### src/rtl/id_ex_reg_pkg.sv
// Shared pipeline definitions: control-word layout, ALU encodings and the
// bubble constant used by the ID/EX stage register.
package id_ex_reg_pkg;

  localparam int CTRL_W = 12;

  // Bit positions inside the 12-bit control word
  // {RegWrite, MemRead, MemWrite, MemtoReg, ALUSrc, Branch, Jal, Jalr, ALUctl[3:0]}
  localparam int CTRL_REGWRITE = 11;
  localparam int CTRL_MEMREAD  = 10;
  localparam int CTRL_MEMWRITE = 9;
  localparam int CTRL_MEMTOREG = 8;
  localparam int CTRL_ALUSRC   = 7;
  localparam int CTRL_BRANCH   = 6;
  localparam int CTRL_JAL      = 5;
  localparam int CTRL_JALR     = 4;
  localparam int CTRL_ALU_HI   = 3;
  localparam int CTRL_ALU_LO   = 0;

  typedef logic [CTRL_W-1:0] ctrl_t;

  typedef enum logic [3:0] {
    ALU_ADD  = 4'h0,
    ALU_SUB  = 4'h1,
    ALU_AND  = 4'h2,
    ALU_OR   = 4'h3,
    ALU_XOR  = 4'h4,
    ALU_SLL  = 4'h5,
    ALU_SRL  = 4'h6,
    ALU_SRA  = 4'h7,
    ALU_SLT  = 4'h8,
    ALU_SLTU = 4'h9,
    ALU_LUI  = 4'hA
  } alu_ctl_e;

  // A bubble carries no side effects: every control bit cleared
  localparam ctrl_t CTRL_NOP = '0;

  localparam logic [4:0] REG_X0 = 5'd0;

  // True when a write-back to wb_rd should replace the operand read from rs_idx
  function automatic logic bypass_hit(input logic wb_we, input logic [4:0] wb_rd,
                                      input logic [4:0] rs_idx);
    return wb_we && (wb_rd == rs_idx) && (rs_idx != REG_X0);
  endfunction

endpackage

### src/rtl/id_ex_reg_wb_bypass.sv
// Write-back operand bypass for one source register. Selects the write-back
// bus when it targets the same non-zero register, else passes the operand.
module wb_bypass
  import id_ex_reg_pkg::*;
#(
  parameter int XLEN = 32
) (
  input  logic            wb_we_i,
  input  logic [4:0]      wb_rd_i,
  input  logic [XLEN-1:0] wb_data_i,
  input  logic [4:0]      rs_idx_i,
  input  logic [XLEN-1:0] rs_data_i,
  output logic [XLEN-1:0] rs_data_o
);

  // x0 is never overridden so its operand stays as supplied
  always_comb begin
    rs_data_o = rs_data_i;
    if (bypass_hit(wb_we_i, wb_rd_i, rs_idx_i)) begin
      rs_data_o = wb_data_i;
    end
  end

endmodule

### src/rtl/id_ex_reg.sv
// ID/EX pipeline register with bubble insertion, hazard hold and write-back
// operand bypass. All outputs come straight from flops.
module id_ex_reg
  import id_ex_reg_pkg::*;
#(
  parameter int XLEN = 32
) (
  input  logic              clk,
  input  logic              rst,
  input  logic              stall,
  input  logic              flush,
  input  logic              valid_id,
  input  logic [XLEN-1:0]   PC_id,
  input  logic [XLEN-1:0]   Imm_id,
  input  logic [XLEN-1:0]   Rs1_data_id,
  input  logic [XLEN-1:0]   Rs2_data_id,
  input  logic [4:0]        Rs1_id,
  input  logic [4:0]        Rs2_id,
  input  logic [4:0]        Rd_id,
  input  logic [CTRL_W-1:0] ctrl_id,
  input  logic              RegWrite_mem_wb_o,
  input  logic [4:0]        Rd_mem_wb_o,
  input  logic [XLEN-1:0]   WB_data,
  output logic [XLEN-1:0]   PC_id_ex_o,
  output logic [XLEN-1:0]   Imm_id_ex_o,
  output logic [XLEN-1:0]   Rs1_data_id_ex_o,
  output logic [XLEN-1:0]   Rs2_data_id_ex_o,
  output logic [4:0]        Rs1_id_ex_o,
  output logic [4:0]        Rs2_id_ex_o,
  output logic [4:0]        Rd_id_ex_o,
  output logic [CTRL_W-1:0] ctrl_id_ex_o,
  output logic              valid_id_ex_o,
  output logic              RegWrite_id_ex_o,
  output logic              MemRead_id_ex_o,
  output logic              MemWrite_id_ex_o
);

  logic [XLEN-1:0] pc_q, pc_d;
  logic [XLEN-1:0] imm_q, imm_d;
  logic [XLEN-1:0] rs1_data_q, rs1_data_d;
  logic [XLEN-1:0] rs2_data_q, rs2_data_d;
  logic [4:0]      rs1_q, rs1_d;
  logic [4:0]      rs2_q, rs2_d;
  logic [4:0]      rd_q, rd_d;
  ctrl_t           ctrl_q, ctrl_d;
  logic            valid_q, valid_d;

  logic [4:0]      byp1_idx, byp2_idx;
  logic [XLEN-1:0] byp1_in, byp2_in;
  logic [XLEN-1:0] byp1_out, byp2_out;

  // While held, the bypass looks at the stored operand so a late write-back
  // refreshes it; otherwise it looks at the incoming ID operand.
  always_comb begin
    byp1_idx = stall ? rs1_q      : Rs1_id;
    byp2_idx = stall ? rs2_q      : Rs2_id;
    byp1_in  = stall ? rs1_data_q : Rs1_data_id;
    byp2_in  = stall ? rs2_data_q : Rs2_data_id;
  end

  wb_bypass #(.XLEN(XLEN)) u_byp_rs1 (
    .wb_we_i   (RegWrite_mem_wb_o),
    .wb_rd_i   (Rd_mem_wb_o),
    .wb_data_i (WB_data),
    .rs_idx_i  (byp1_idx),
    .rs_data_i (byp1_in),
    .rs_data_o (byp1_out)
  );

  wb_bypass #(.XLEN(XLEN)) u_byp_rs2 (
    .wb_we_i   (RegWrite_mem_wb_o),
    .wb_rd_i   (Rd_mem_wb_o),
    .wb_data_i (WB_data),
    .rs_idx_i  (byp2_idx),
    .rs_data_i (byp2_in),
    .rs_data_o (byp2_out)
  );

  // Next-state selection: flush beats stall beats load
  always_comb begin
    pc_d       = pc_q;
    imm_d      = imm_q;
    rs1_data_d = rs1_data_q;
    rs2_data_d = rs2_data_q;
    rs1_d      = rs1_q;
    rs2_d      = rs2_q;
    rd_d       = rd_q;
    ctrl_d     = ctrl_q;
    valid_d    = valid_q;
    if (flush) begin
      pc_d       = '0;
      imm_d      = '0;
      rs1_data_d = '0;
      rs2_data_d = '0;
      rs1_d      = REG_X0;
      rs2_d      = REG_X0;
      rd_d       = REG_X0;
      ctrl_d     = CTRL_NOP;
      valid_d    = 1'b0;
    end else if (stall) begin
      rs1_data_d = byp1_out;
      rs2_data_d = byp2_out;
    end else begin
      pc_d       = PC_id;
      imm_d      = Imm_id;
      rs1_data_d = byp1_out;
      rs2_data_d = byp2_out;
      rs1_d      = Rs1_id;
      rs2_d      = Rs2_id;
      rd_d       = Rd_id;
      ctrl_d     = valid_id ? ctrl_id : CTRL_NOP;
      valid_d    = valid_id;
    end
  end

  // Stage register with synchronous reset overriding everything
  always_ff @(posedge clk) begin
    if (rst) begin
      pc_q       <= '0;
      imm_q      <= '0;
      rs1_data_q <= '0;
      rs2_data_q <= '0;
      rs1_q      <= REG_X0;
      rs2_q      <= REG_X0;
      rd_q       <= REG_X0;
      ctrl_q     <= CTRL_NOP;
      valid_q    <= 1'b0;
    end else begin
      pc_q       <= pc_d;
      imm_q      <= imm_d;
      rs1_data_q <= rs1_data_d;
      rs2_data_q <= rs2_data_d;
      rs1_q      <= rs1_d;
      rs2_q      <= rs2_d;
      rd_q       <= rd_d;
      ctrl_q     <= ctrl_d;
      valid_q    <= valid_d;
    end
  end

  assign PC_id_ex_o       = pc_q;
  assign Imm_id_ex_o      = imm_q;
  assign Rs1_data_id_ex_o = rs1_data_q;
  assign Rs2_data_id_ex_o = rs2_data_q;
  assign Rs1_id_ex_o      = rs1_q;
  assign Rs2_id_ex_o      = rs2_q;
  assign Rd_id_ex_o       = rd_q;
  assign ctrl_id_ex_o     = ctrl_q;
  assign valid_id_ex_o    = valid_q;
  assign RegWrite_id_ex_o = ctrl_q[CTRL_REGWRITE];
  assign MemRead_id_ex_o  = ctrl_q[CTRL_MEMREAD];
  assign MemWrite_id_ex_o = ctrl_q[CTRL_MEMWRITE];

endmodule

### config.mk
export PLATFORM = sky130hd
export DESIGN_NAME = id_ex_reg
export DESIGN_NICKNAME = d
export VERILOG_FILES = /design/src/rtl/id_ex_reg_pkg.sv /design/src/rtl/id_ex_reg_wb_bypass.sv /design/src/rtl/id_ex_reg.sv
export SDC_FILE = /design/constraint.sdc
export NUM_CORES = 1
export LEC_CHECK = 0
export BUFFER_PORTS_ARGS = -buffer_cell sky130_fd_sc_hd__buf_2
export CAP_MARGIN = 40
export CORE_UTILIZATION = 40
export CTS_CLUSTER_DIAMETER = 80
export DETAILED_ROUTE_END_ITERATION = 12
export GPL_TIMING_DRIVEN = 0
export PLACE_DENSITY = 0.71
export SLEW_MARGIN = 20
export SYNTH_ARGS = -nofsm -noshare
export SYNTH_HDL_FRONTEND = slang
export SYNTH_HIERARCHICAL = 1
export SYNTH_SLANG_ARGS = --single-unit
export TNS_END_PERCENT = 100
### constraint.sdc
create_clock -name clk -period 3.2 [get_ports clk]
set_input_delay 0.64 -clock clk [delete_from_list [all_inputs] [get_ports clk]]
set_output_delay 0.64 -clock clk [all_outputs]
set_load 0.02 [all_outputs]
* Yosys cells after proc, flatten, opt, wreduce, memory -nomap -nowiden
Index checks and enable logic that the tools add are counted.
Operators by class: add/sub/neg operators 0, $mul 0, divide/modulo/power cells 0, magnitude comparators 0, equality and inequality tests 4, shift-type cells 0, muxes and demuxes 7, bitwise logic cells 0, reduce and logical (&&, ||, !) cells 7
Operators by type and width (number):
- 32-bit 2-to-1 mux | 4
- 12-bit 2-to-1 mux | 1
- 5-bit == test | 2
- 5-bit 2-to-1 mux | 2
- 5-bit nonzero test | 2
- 1-bit logical AND | 4
- 2-bit by 1-bit inequality test with 1-bit output (second input constant) | 2
- 2-bit OR reduction | 1
Word-level totals: bits in registers 156, latch bits 0, bits in writable memories 0, bits in read-only memories 0, input port bits 198, output and inout bits 159, word-level logic and storage cells 27, memories 0

* Longest topological paths before layout
depth after elaboration 5, mapped depth 9, gate-level depth less buffers 6

* Hierarchy
Netlist, hierarchy kept.
By module, submodules not included:
- id_ex_reg | instances 1, cells each 522, area an instance 6150.9 um^2, seq. area each 3123.0 um^2
- wb_bypass | instances 2, cells each 45, area an instance 594.3 um^2, seq. area each 0.0 um^2

* Least setup slack after synthesis
Ideal clock, no wire load.
path type input-to-reg, from input port stall, to register rs1_data_q[10], in the netlist Rs1_data_id_ex_o[10], setup time 0.115 ns, arrival 2.470 ns, required time 3.085 ns, setup slack 0.615 ns, stages 9, path buffers 3, cell sequence buf_6 > buf_6 > mux2_4 > xnor2_1 > nand3_1 > a211oi_4 > buf_6 > mux2_4 > and2_1
On the way: word-level cells in the longest chain between the ends 5, elaborated cells between the ends (all ways) 7, those cells by class eq/ne: 2; mux: 2; reduce/logical: 3
Ends and longest elaborated chain:
- from (decl) | line id_ex_reg.sv:10 | input logic stall,
- 5-bit 2-to-1 mux *
- named net byp1_idx[1] | line id_ex_reg.sv:48 | logic [4:0] byp1_idx, byp2_idx;
- 5-bit == test | line id_ex_reg_pkg.sv:44 | return wb_we && (wb_rd == rs_idx) && (rs_idx != REG_X0);
- 1-bit logical AND | line id_ex_reg_pkg.sv:44
- 1-bit logical AND * | line id_ex_reg_pkg.sv:44
- 32-bit 2-to-1 mux * | line id_ex_reg_wb_bypass.sv:19 | if (bypass_hit(wb_we_i, wb_rd_i, rs_idx_i)) begin
- named net byp1_out[10] | line id_ex_reg.sv:50 | logic [XLEN-1:0] byp1_out, byp2_out;
- to (signal assigned) | line id_ex_reg.sv:131 | rs1_data_q <= rs1_data_d;
- to (decl) | line id_ex_reg.sv:40 | logic [XLEN-1:0] rs1_data_q, rs1_data_d;
The timed path passes the listed nets; every way through them passes the cells marked *. A chain may end at the register's enable or synchronous reset.

* Worst setup path in the final report
from input port stall, to register rs1_data_q[27], in the netlist Rs1_data_id_ex_o[27]
Same word-level chain as after synthesis.

==> impl_results.md <==
* Ys flop type: dfxtp_1
* Vias at around 5600
* Worst setup EP type: register
* Placed insts at 1196
* Share of layout cells above drive strength 1 at 56.96%
* Clock share of power at approximately 40%
* Post-synth EDFFs at 0
* YS warnings at 6
* All-Layer GR Usage at 19.39%
* TritonCTS clock tree: built
* DP HPWL at 15.17 mm
* Register share of total power at a little over two fifths
* Global-route wire length before repair at 27.28 mm
* Cell area after layout at 0.009973 sq mm
* Cts repair resizes at 0
* Die Span Y at about 140 um
* CP startpoint kind: input port
* CP max FO at 10
* Hold-fix buffers, CTS at 0
* Clock slew at reported path FFs at around 0.070 ns
* Setup TNS at 0 ns
* Total iterations of the first detailed-routing run at 4
* Type of the worst min-delay path: input port to register
* Internal at 3.519 mW
* Layout fillers at 1545
* Max rail drop VDD at roughly 280 uV
* Final GP Congestion at about 0.76
* Dpl cell area at 0.009403 sq mm
* Post-synth top cells: dfxtp_1 (156), mux2_4 (123), and2_1 (74)
* Largest net degree at the start of global routing at 17
* Combinational power share at 15.6%
* Seq/Total Area, Yosys at 42.55%
* Port bufs at 355
* Clock sinks at 156
* Critical path's largest stage delay at 0.46 ns
* Cell taking the most area after synthesis: dfxtp_1
* Top-count cell post-synth: dfxtp_1
* Dpl ws at 0.2640 ns
* Worst-skew pair later-pin latency at 0.41 ns
* Crit path buf inv count at 3
* Top cells by area in the synthesized netlist: dfxtp_1 (43%), mux2_4 (25%), mux2i_1 (9.5%)
* Slowest-stage cell, CP: a211oi_4
* Switching share of power at between 20% and 30%
* Die area at 0.01889 sq mm
* Post-route minimum period at 2.479 ns
* Area delta synth->final at 35.88%
* Syn Nets at 810
* Row Count at 49
* Routed Antenna Nets at 0
* Initial antenna violation count at 0
* Net Switching at approximately 1.2 mW
* Outcome: finished, final reports clean
* Max Slew Vio Count at 0
* Post-CTS Setup Repair Bufs at 0
* Cell area power density at 473.7 mW/mm^2
* Crit path DAT at 2.78 ns
* Final #Nets at 1184
* Worst path most repeated cell: buf_6
* Critical path's top delay family: multiplexers
* Mean Syn Cell Area at 11.99 sq um
* Vias in the first global route at approximately 5300
* Routed WL at approximately 19 mm
* Peak Freq at 0.4034 GHz
* Max Cap Viol at 0
* CP Data Required Time at 3.50 ns
* RSZ-0062 raised after global routing: no
* Total Power at approximately 4.7 mW
* Mapped Cells at 612
* Number of buffers created by CTS at 17
* Mapped cell area at roughly 0.0073 sq mm
* Routed vias/inst at 4.581
* Core Region at 0.01796 sq mm
* Cell variety after synth at 18
* Clock Skew at 0.008155 ns
* Hold Fails Final Rpt at 0
* Routed wire per std cell at 15.69 um
* Worst relative slew slack at about two thirds
* Critical path cell sequence: buf_6 -> buf_6 -> mux2_4 -> xnor2_1 -> nand3_1 -> a211oi_4 -> buf_6 -> mux2_4 -> and2_1
* Tcrit/Tclk final at slightly below 80%
* Synthesis-stage register bit count at 156
* Final worst setup slack at 0.7212 ns
* Yosys top cell area share at a little over two fifths
* Endpoints failing setup at 0
* Total I/O pin count at 357
* H-tree Lvls at 4
* 1st-iter DRT viols at 101
* Gr ovfl total at 0
* # DRC at 0
* P_leak at 5.175 nW
* N_diodes at 0
* Initial Utilization at between 40% and 50%
* Crit Path Category: input port to register
* Clock buffer depth at 2
* Clk root buf: clkbuf_16
* Die Span X at 137.5 um
* Slew @ Worst Pin at 0.4994 ns
* Post-Layout Cell Count at 1228
* Asr flop ratio synth at 0%
cells in the final DEF (no fill, tap or decap), drive strengths merged, types with 6 or more instances in the layout:
master,count
a21oi,12
and2,74
buf,394
clkbuf,25
dfxtp,156
inv,6
mux2,138
mux2i,70
nand2,16
nand3b,12
nor2,73
xnor2,8
through the flow:
step / util [%] / hold slack, ns
4_1_cts: 55.52 / 0.4346
6_report: 55.52 / 0.4525
5_1_grt: 55.52 / 0.4466
3_3_place_gp: 52.34 / 0.4455
3_5_place_dp: 52.34 / 0.4493
2_1_floorplan: - / 0.5342
cell families after synthesis:
| group | count (synthesis) | synth area share (%) |
|---|---|---|
| xor gates and xnor gates | 8 | 0.9547 |
| muxes | 208 | 37.01 |
| and+or+nand+nor | 178 | 12.31 |
| buffers and inverters | 46 | 5.370 |
| AOI/OAI and AO/OA | 16 | 1.807 |
| DFF | 156 | 42.55 |
layer usage:
layer | GRT usage, % | wire length [um]
met1 | 20.54 | 7447
met2 | 35.34 | 9757
met3 | 5.114 | 1558
met4 | 9.341 | 506
met5 | 0 | 0
final cells by class:
cell class	instances	area (sq um)	area share, %
multi-input combinational	410	3822	38.33
tap	229	286.5	2.873
timing repair buffer	355	1777	17.81
clock inverter	14	131.4	1.317
clock buffer	18	439.2	4.403
buffer	46	394.1	3.952
sequential	156	3123	31.31
flip-flops by register name (all words and copies together), names as in the netlist:
signal            cells
Imm_id_ex_o          32
PC_id_ex_o           32
Rs1_data_id_ex_o     32
Rs2_data_id_ex_o     32
ctrl_id_ex_o         12
Rd_id_ex_o            5
Rs1_id_ex_o           5
Rs2_id_ex_o           5
valid_id_ex_o         1
power groups by stage:
stage / registers [mW] / clock network [mW] / logic (mW)
floorplan: 2.16 / 0 / 0.404
global route: 2.05 / 2.08 / 0.795
finish: 2.04 / 1.95 / 0.738
CTS: 2.04 / 1.99 / 0.747
detailed placement: 2.08 / 0 / 0.744
global placement: 2.08 / 0 / 0.734
final timing paths:
path / start / endpoint / slack (ns) / depth (start not counted)
hold reg to reg: ctrl_id_ex_o[2] / ctrl_id_ex_o[2] / 0.45 / 2
hold / removal: PC_id[21] / PC_id_ex_o[21] / 0.45 / 3
setup / recovery: stall / Rs1_data_id_ex_o[27] / 0.72 / 9
setup reg to reg: Rs1_id_ex_o[1] / Rs1_data_id_ex_o[27] / 0.99 / 7
worst register-to-register path: cells and delay by family (launching register included):
family	cells	cell delay, ns
simple gates	2	0.28
buf+inv	1	0.26
mux	2	0.60
flops	1	0.32
xor+xnor	1	0.19
compound gates	1	0.46
No activity file was read; power rests on OpenSTA's default activity.
